--- src/rtl/timer_prescaler_ctl.sv ---
// Configurable event prescaler: edge-detects src_in, divides by 2^(sel+1) or bypasses, emits a one-cycle tick.
// Optional input synchroniser enabled by defining PRESCALER_SYNC_EN.
module timer_prescaler_ctl #(
    parameter int                   SEL_WIDTH    = 3,
    parameter int                   CNT_W        = 2**SEL_WIDTH,
    parameter logic [SEL_WIDTH-1:0] RESET_SEL    = '1,
    parameter logic                 RESET_BYPASS = 1'b1,
    parameter logic                 RESET_EDGE   = 1'b1
) (
    input  logic                 clk,
    input  logic                 rst,
    input  logic                 cfg_wr_en,
    input  logic [SEL_WIDTH-1:0] cfg_sel_in,
    input  logic                 cfg_bypass_in,
    input  logic                 cfg_edge_in,
    output logic [SEL_WIDTH-1:0] cfg_sel_out,
    output logic                 cfg_bypass_out,
    output logic                 cfg_edge_out,
    input  logic                 clr,
    input  logic                 src_in,
    output logic [CNT_W-1:0]     count_out,
    output logic                 tick
);

    logic [SEL_WIDTH-1:0] sel_q, sel_d;
    logic                 byp_q, byp_d;
    logic                 edge_q, edge_d;
    logic [CNT_W-1:0]     cnt_q, cnt_d;
    logic                 tick_q, tick_d;
    logic                 src_prev_q;
    logic                 src_s;
    logic                 evt;
    logic [CNT_W:0]       lim;

`ifdef PRESCALER_SYNC_EN
    logic sync1_q, sync2_q;

    always_ff @(posedge clk) begin
        if (rst) begin
            sync1_q <= 1'b0;
            sync2_q <= 1'b0;
        end else begin
            sync1_q <= src_in;
            sync2_q <= sync1_q;
        end
    end

    assign src_s = sync2_q;
`else
    assign src_s = src_in;
`endif

    assign evt = edge_q ? (src_prev_q & ~src_s) : (~src_prev_q & src_s);

    // One extra bit so sel=max gives N-1 = all ones without overflow.
    assign lim = ((CNT_W+1)'(1) << ({1'b0, sel_q} + (SEL_WIDTH+1)'(1))) - (CNT_W+1)'(1);

    always_comb begin
        sel_d  = sel_q;
        byp_d  = byp_q;
        edge_d = edge_q;
        cnt_d  = cnt_q;
        tick_d = 1'b0;
        if (cfg_wr_en) begin
            sel_d  = cfg_sel_in;
            byp_d  = cfg_bypass_in;
            edge_d = cfg_edge_in;
            cnt_d  = '0;
        end else if (clr) begin
            cnt_d = '0;
        end else if (evt) begin
            if (byp_q) begin
                tick_d = 1'b1;
            end else if ({1'b0, cnt_q} == lim) begin
                cnt_d  = '0;
                tick_d = 1'b1;
            end else begin
                cnt_d = cnt_q + 1'b1;
            end
        end
    end

    always_ff @(posedge clk) begin
        if (rst) begin
            sel_q      <= RESET_SEL;
            byp_q      <= RESET_BYPASS;
            edge_q     <= RESET_EDGE;
            cnt_q      <= '0;
            tick_q     <= 1'b0;
            src_prev_q <= 1'b0;
        end else begin
            sel_q      <= sel_d;
            byp_q      <= byp_d;
            edge_q     <= edge_d;
            cnt_q      <= cnt_d;
            tick_q     <= tick_d;
            src_prev_q <= src_s;
        end
    end

    assign cfg_sel_out    = sel_q;
    assign cfg_bypass_out = byp_q;
    assign cfg_edge_out   = edge_q;
    assign count_out      = cnt_q;
    assign tick           = tick_q;

endmodule

--- config.mk ---
export PLATFORM = sky130hd
export DESIGN_NAME = timer_prescaler_ctl
export DESIGN_NICKNAME = d
export VERILOG_FILES = /design/src/rtl/timer_prescaler_ctl.sv
export SDC_FILE = /design/constraint.sdc
export NUM_CORES = 1
export LEC_CHECK = 0
export ABC_AREA = 1
export BUFFER_PORTS_ARGS = -buffer_cell sky130_fd_sc_hd__buf_2
export CAP_MARGIN = 20
export CELL_PAD_IN_SITES_DETAIL_PLACEMENT = 1
export CELL_PAD_IN_SITES_GLOBAL_PLACEMENT = 1
export CORE_MARGIN = 10
export CORE_UTILIZATION = 33
export CTS_CLUSTER_DIAMETER = 200
export CTS_CLUSTER_SIZE = 16
export DETAILED_ROUTE_END_ITERATION = 10
export PLACE_DENSITY = 0.82
export SLEW_MARGIN = 25
export SYNTH_ARGS = -nofsm -noshare
export SYNTH_HDL_FRONTEND = slang
export SYNTH_SLANG_ARGS = --single-unit
--- constraint.sdc ---
create_clock -name clk -period 1.9 [get_ports clk]
set_clock_uncertainty 0.1 [all_clocks]
set_input_delay 0.285 -clock clk [delete_from_list [all_inputs] [get_ports clk]]
set_output_delay 0.285 -clock clk [all_outputs]
set_load 0.05 [all_outputs]
# ---- After elaboration in Yosys (flattened, before gate mapping)
# Index checks and enable logic that the tools add are counted.
# Widths: inputs -> output; s select.
dict set report op_classes {
  n_reduce_logical 3
  muxes 4
  n_bitwise 6
  eq_ne 1
  add_sub_neg 3
  shifts 1
}
# cell n
set ops {}
lappend ops {{$eq 8x9->1} 1}
lappend ops {{$shl 1x4->9 const A} 1}
lappend ops {{$sub 9x2->9 const B} 1}
lappend ops {{$add 8x1->8 const B} 1}
lappend ops {{$mux 8} 1}
lappend ops {{$add 3x1->4 const B} 1}
lappend ops {{$not 1->1} 4}
lappend ops {{$reduce_or 4->1} 1}
lappend ops {{$mux 1} 3}
lappend ops {{$reduce_or 3->1} 1}
lappend ops {{$and 1x1->1} 2}
lappend ops {{$reduce_and 2->1} 1}
dict set report totals {
  wordCells 24
  in_bits 10
  register_bits 15
  output_inout_bits 14
}

# ---- Longest topological paths before layout
dict set report logic_depth {
  word_depth 6
  ltp_mapped 16
  ltp_nobuf 15
}

# ---- Worst setup path after synthesis
# Ideal clock, no wire load.
dict set report synth_path {
  kind {reg-to-reg}
  start {reg sel_q[0], in the netlist cfg_sel_out[0]}
  end {reg cnt_q[1], in the netlist count_out[1]}
  setup_slack_ns -0.421
  n_path_buf 1
  period_less_slack_ns 2.321
  setup_ns 0.117
  t_required_ns 1.683
  arrival_time_ns 2.104
  stages_incl_launch_ff 16
  cell_sequence {dfxtp_1 > buf_2 > nor2_1 > nand2_1 > ha_1 > inv_1 > nand2_1 > nand2_1 > nor2_1 > nor2_1 > nor2_1 > nand2_1 > nor2_2 > nand3_2 > nand2_2 > nor2_1}
}
dict set report synth_between {
  elab_chain_cells 5
}
# element line
set synth_rtl {}
lappend synth_rtl {{start, declared} 25} ;# logic [SEL_WIDTH-1:0] sel_q, sel_d;
lappend synth_rtl {{start signal, assigned} 92} ;# sel_q <= sel_d;
lappend synth_rtl {{$add 3x1->4} 56} ;# assign lim = ((CNT_W+1)'(1) << ({1'b0, sel_q} + (SEL_WIDTH+1)'(1))) - (CNT_W+1)'(1);
lappend synth_rtl {{$shl 1x4->9} 56}
lappend synth_rtl {{$sub 9x2->9} 56}
lappend synth_rtl {{$eq 8x9->1} 74} ;# end else if ({1'b0, cnt_q} == lim) begin
lappend synth_rtl {{$mux 8} 74}
lappend synth_rtl {{end signal, assigned} 95} ;# cnt_q <= cnt_d;
lappend synth_rtl {{end, declared} 28} ;# logic [CNT_W-1:0] cnt_q, cnt_d;
# Every way passes these cells.
# A chain may end at the register's enable or synchronous reset.

# ---- Worst setup path after layout
dict set report layout_path {
  start {reg sel_q[1], in the netlist cfg_sel_out[1]}
  end {reg cnt_q[5], in the netlist count_out[5]}
}
# The elaborated chain is that of the path after synthesis.

==> results.txt <==
The flow ran to the end, and the final reports show no timing, DRC or antenna violations. The clock tree from TritonCTS is done. For the worst-skew pair, the clock arrives at the later sink with an insertion delay of a little under 300 ps. The maximum number of pins on one net before global-route repair is 12. Clock-pin slew was measured on the worst setup and hold paths at 90 ps. The number of pins exceeding their max-slew limit in the final report is 0. The routed layout has approximately 1100 vias. The average wire per cell in the routed design came out at 13.9 µm.

The part of the Yosys area used for sequential elements is 0.296. The critical path goes through nor2_4, nand2_2, ha_4, inv_4, nand2_1, nand2_2, nand2_1, inv_1, nor2_1, nor2_1, nand2_1, nor2_2, nand3_2, nand2_4, nor2_1. The final critical-path share of the clock period came out at 0.978.

The sum of overflow across all layers after global routing came out at 0. The number of different library cells used by synthesis comes to 29. The die span in y came out at between 70 and 80 µm. Routability-driven placement finished with a final weighted congestion of just over 0.8. By area the synthesized netlist is led by sky130_fd_sc_hd__dfxtp_1, sky130_fd_sc_hd__nand2_1, sky130_fd_sc_hd__inv_1. The total nets after synthesis is ~160. The wire length of the first global-routing pass is 5.07 mm. The critical path data arrival time came out at approximately 2000 ps. Wires add up to 2.96 mm. The detailed router's first-iteration violation count came out at 28. For this design, the slowest cell found on the critical path is sky130_fd_sc_hd__dfxtp_2. The maximum level of the CTS H-tree came out at 1. The antenna violation net count after detailed routing came out at 0.

The count of TritonRoute iterations in the first routing pass came out at 4. Compared with the post-synthesis result, the final layout area differs by 25.8%. The combinational power share is 0.237. The register bit count reported by yosys came out at 15.

The endpoint class of the critical path is a flip-flop. For this configuration, the core starts out at a cell density of 0.338. Of the total power, the clock network draws 0.274.

Setup repair after global routing could not meet its margin everywhere. The minimum clock period came out at ~1900 ps. The post-route worst hold slack is about 110 ps. The largest single stage delay on the critical path is approximately 340 ps. The relative contribution of sequential cells to total power came out at 0.489. The number of buffers inserted by hold repair at cts is 0.

The layout net count is slightly below 200. The critical path required time is between 1500 and 2000 ps. In this run the mean area of a mapped cell was 6.72 µm². The count of input and output buffers is 23. Across every metal layer, demand over resource in global routing totals 0.114. The standard cell core area is 3000 µm². The final standard cell utilization of the core came out at 0.425. The fraction of power spent switching nets came out at 0.331. The clock root buffer is sky130_fd_sc_hd__clkbuf_4.

The number of core rows came out at 20. The die is between 70 and 80 µm wide. The fraction of post-synthesis cell area in the top cell type by area is 0.296. Counting both buffers and inverters, the worst setup path holds a total of 2. The number of instances in the synthesized netlist is roughly 150. The switching power total came out at approximately 230 µW.

The hold violation total from the final report came to 0. The fraction of final layout cells with drive strength greater than 1 is 0.378. The type of the worst min-delay path is in -> reg. The static leakage is 0.600 nW. The via count of the first global-routing pass came out at about 1100. The largest fanout on the critical path is 5. Max-cap violations in this run came to 0. The count of antenna diodes in the layout is 0. In the routed layout, each cell is associated on average with a via count of slightly above 5. For this run, the top clock speed supported by timing is 0.538 GHz.

The worst setup path is launched from a flip-flop. The internal power of the cells totals around 460 µW. The cell family contributing the most delay on the critical path is simple AND/OR/NAND/NOR gates. The residual DRC count is 0. The Yosys warning count came out at 0.

For this design the ratio of total power to cell area is between 500 and 600 nW/µm². The area of the die is 5690 µm². The sum of net half-perimeters after detailed placement is approximately 2.5 mm. The number of antenna violations at the first check in global routing came to 0. The cell area that synthesis handed to floorplanning was slightly above 1000 µm². The number of sinks handled by clock tree synthesis came out at 15. The number of buffers created by CTS came out at 3. The maximum root-to-sink buffer count is 2.

The cell taking the most area after synthesis is sky130_fd_sc_hd__dfxtp_1. The maximum vdd ir drop is 0.254 mV. The critical path in this run is classified as reg -> reg.

The boundary pin count came out at 24. The setup-violating endpoint count in the final report is 0.
[layer usage]
metal / global-route usage / part of all wire
met1: 0.122 / 0.41
met2: 0.198 / 0.53
met5: 0 / 0
met4: 0.0619 / 0.023
met3: 0.0326 / 0.038
[worst paths after layout]
path                        from        endpoint  slack [ps]  cells after the start
setup / recovery  cfg_sel_out[1]    count_out[5]          40                     15
setup reg to reg  cfg_sel_out[1]    count_out[5]          40                     15
hold reg to reg     cfg_edge_out    cfg_edge_out         400                      2
hold / removal     cfg_bypass_in  cfg_bypass_out         110                      3
[state kept, by name (all words and copies together), names as in the netlist]
register        count
tick                1
src_prev_q          1
cfg_edge_out        1
cfg_bypass_out      1
count_out           8
cfg_sel_out         3
[timing repair]
| action | CTS | global route |
|---|---|---|
| buffers inserted | 1 | 0 |
| gates resized for setup | 0 | 9 |
| endpoints found under the setup margin | 7 | 8 |
| pin swaps | 2 | 3 |
[cell usage in the layout, fill, tap and decap left out, types with 2 or more instances in the layout]
cell type	Yosys	final
sky130_fd_sc_hd__a21oi_1	7	7
sky130_fd_sc_hd__a21oi_2	3	3
sky130_fd_sc_hd__buf_2	1	23
sky130_fd_sc_hd__buf_4	0	5
sky130_fd_sc_hd__clkbuf_4	0	3
sky130_fd_sc_hd__dfxtp_1	15	12
sky130_fd_sc_hd__dfxtp_4	0	2
sky130_fd_sc_hd__inv_1	21	19
sky130_fd_sc_hd__inv_2	4	4
sky130_fd_sc_hd__inv_4	0	2
sky130_fd_sc_hd__nand2_1	34	31
sky130_fd_sc_hd__nand2_2	2	4
sky130_fd_sc_hd__nand2_4	1	2
sky130_fd_sc_hd__nand3_1	9	8
sky130_fd_sc_hd__nand3_2	6	7
sky130_fd_sc_hd__nand4_1	4	4
sky130_fd_sc_hd__nor2_1	16	13
sky130_fd_sc_hd__nor2_2	4	5
sky130_fd_sc_hd__nor2_4	2	4
sky130_fd_sc_hd__o21ai_0	6	6
sky130_fd_sc_hd__xor2_1	3	3
[tightest hold or removal path, cell delays in order]
cell and delay (ps):
sky130_fd_sc_hd__buf_2 80, sky130_fd_sc_hd__a21oi_1 50, sky130_fd_sc_hd__o21ai_0 60
[final cells by class]
class	instances	area, µm²
Inverter	25	98.8
Fill cell	410	1730
Clock buffer	4	26.3
Multi-Input combinational cell	108	648
Tap cell	33	41.3
Sequential cell	15	309
Timing Repair Buffer	28	153
[Yosys cell counts]
library cell               number
sky130_fd_sc_hd__nor3_1         1
sky130_fd_sc_hd__conb_1         1
sky130_fd_sc_hd__mux2i_1        1
sky130_fd_sc_hd__inv_2          4
sky130_fd_sc_hd__buf_2          1
sky130_fd_sc_hd__nand3_2        6
sky130_fd_sc_hd__nand2_1       34
sky130_fd_sc_hd__ha_1           2
sky130_fd_sc_hd__o21bai_2       1
sky130_fd_sc_hd__nand2_4        1
sky130_fd_sc_hd__nand2_2        2
sky130_fd_sc_hd__nor3_2         1
sky130_fd_sc_hd__o21ai_0        6
sky130_fd_sc_hd__dfxtp_1       15
sky130_fd_sc_hd__nor2_1        16
sky130_fd_sc_hd__xor2_1         3
sky130_fd_sc_hd__inv_1         21
sky130_fd_sc_hd__o21ai_1        1
sky130_fd_sc_hd__clkbuf_1       1
sky130_fd_sc_hd__xnor2_1        1
sky130_fd_sc_hd__nor2_4         2
sky130_fd_sc_hd__nand4_1        4
sky130_fd_sc_hd__nor2_2         4
sky130_fd_sc_hd__nand3b_1       1
sky130_fd_sc_hd__a21oi_2        3
sky130_fd_sc_hd__nand3_1        9
sky130_fd_sc_hd__a21oi_1        7
sky130_fd_sc_hd__buf_6          1
sky130_fd_sc_hd__nor3b_1        1
[power groups by stage]
stage	Combinational, mW	Sequential [mW]	Clock, mW
2_1_floorplan	0.0932	0.368	0
3_3_place_gp	0.154	0.343	0
3_5_place_dp	0.159	0.343	0
4_1_cts	0.161	0.336	0.197
5_1_grt	0.180	0.337	0.217
6_report	0.163	0.336	0.189
[per-stage QoR]
step	setup TNS (ps)	setup WS [ps]	instances	area, µm²	total power [mW]
detailed placement	-53.9	-19.7	208	1210	0.502
global placement	0	94.8	208	1210	0.497
finish	0	41.5	213	1280	0.687
global route	-589	-104	213	1280	0.734
floorplan	0	128	151	1050	0.462
CTS	0	5.13	213	1250	0.694
[logic make-up (layout without fill, tap and decap cells)]
family	Yosys count	after routing	synth area share
AOI/OAI and AO/OA	18	18	0.106
adders and majority gates	2	2	0.0247
and+or+nand+nor	82	82	0.413
muxes	1	1	0.00986
other	1	1	0.00370
buffers and inverters	28	57	0.112
xor gates and xnor gates	4	4	0.0345
DFF	15	15	0.296
Note: power is estimated with default switching activity, not from simulation.
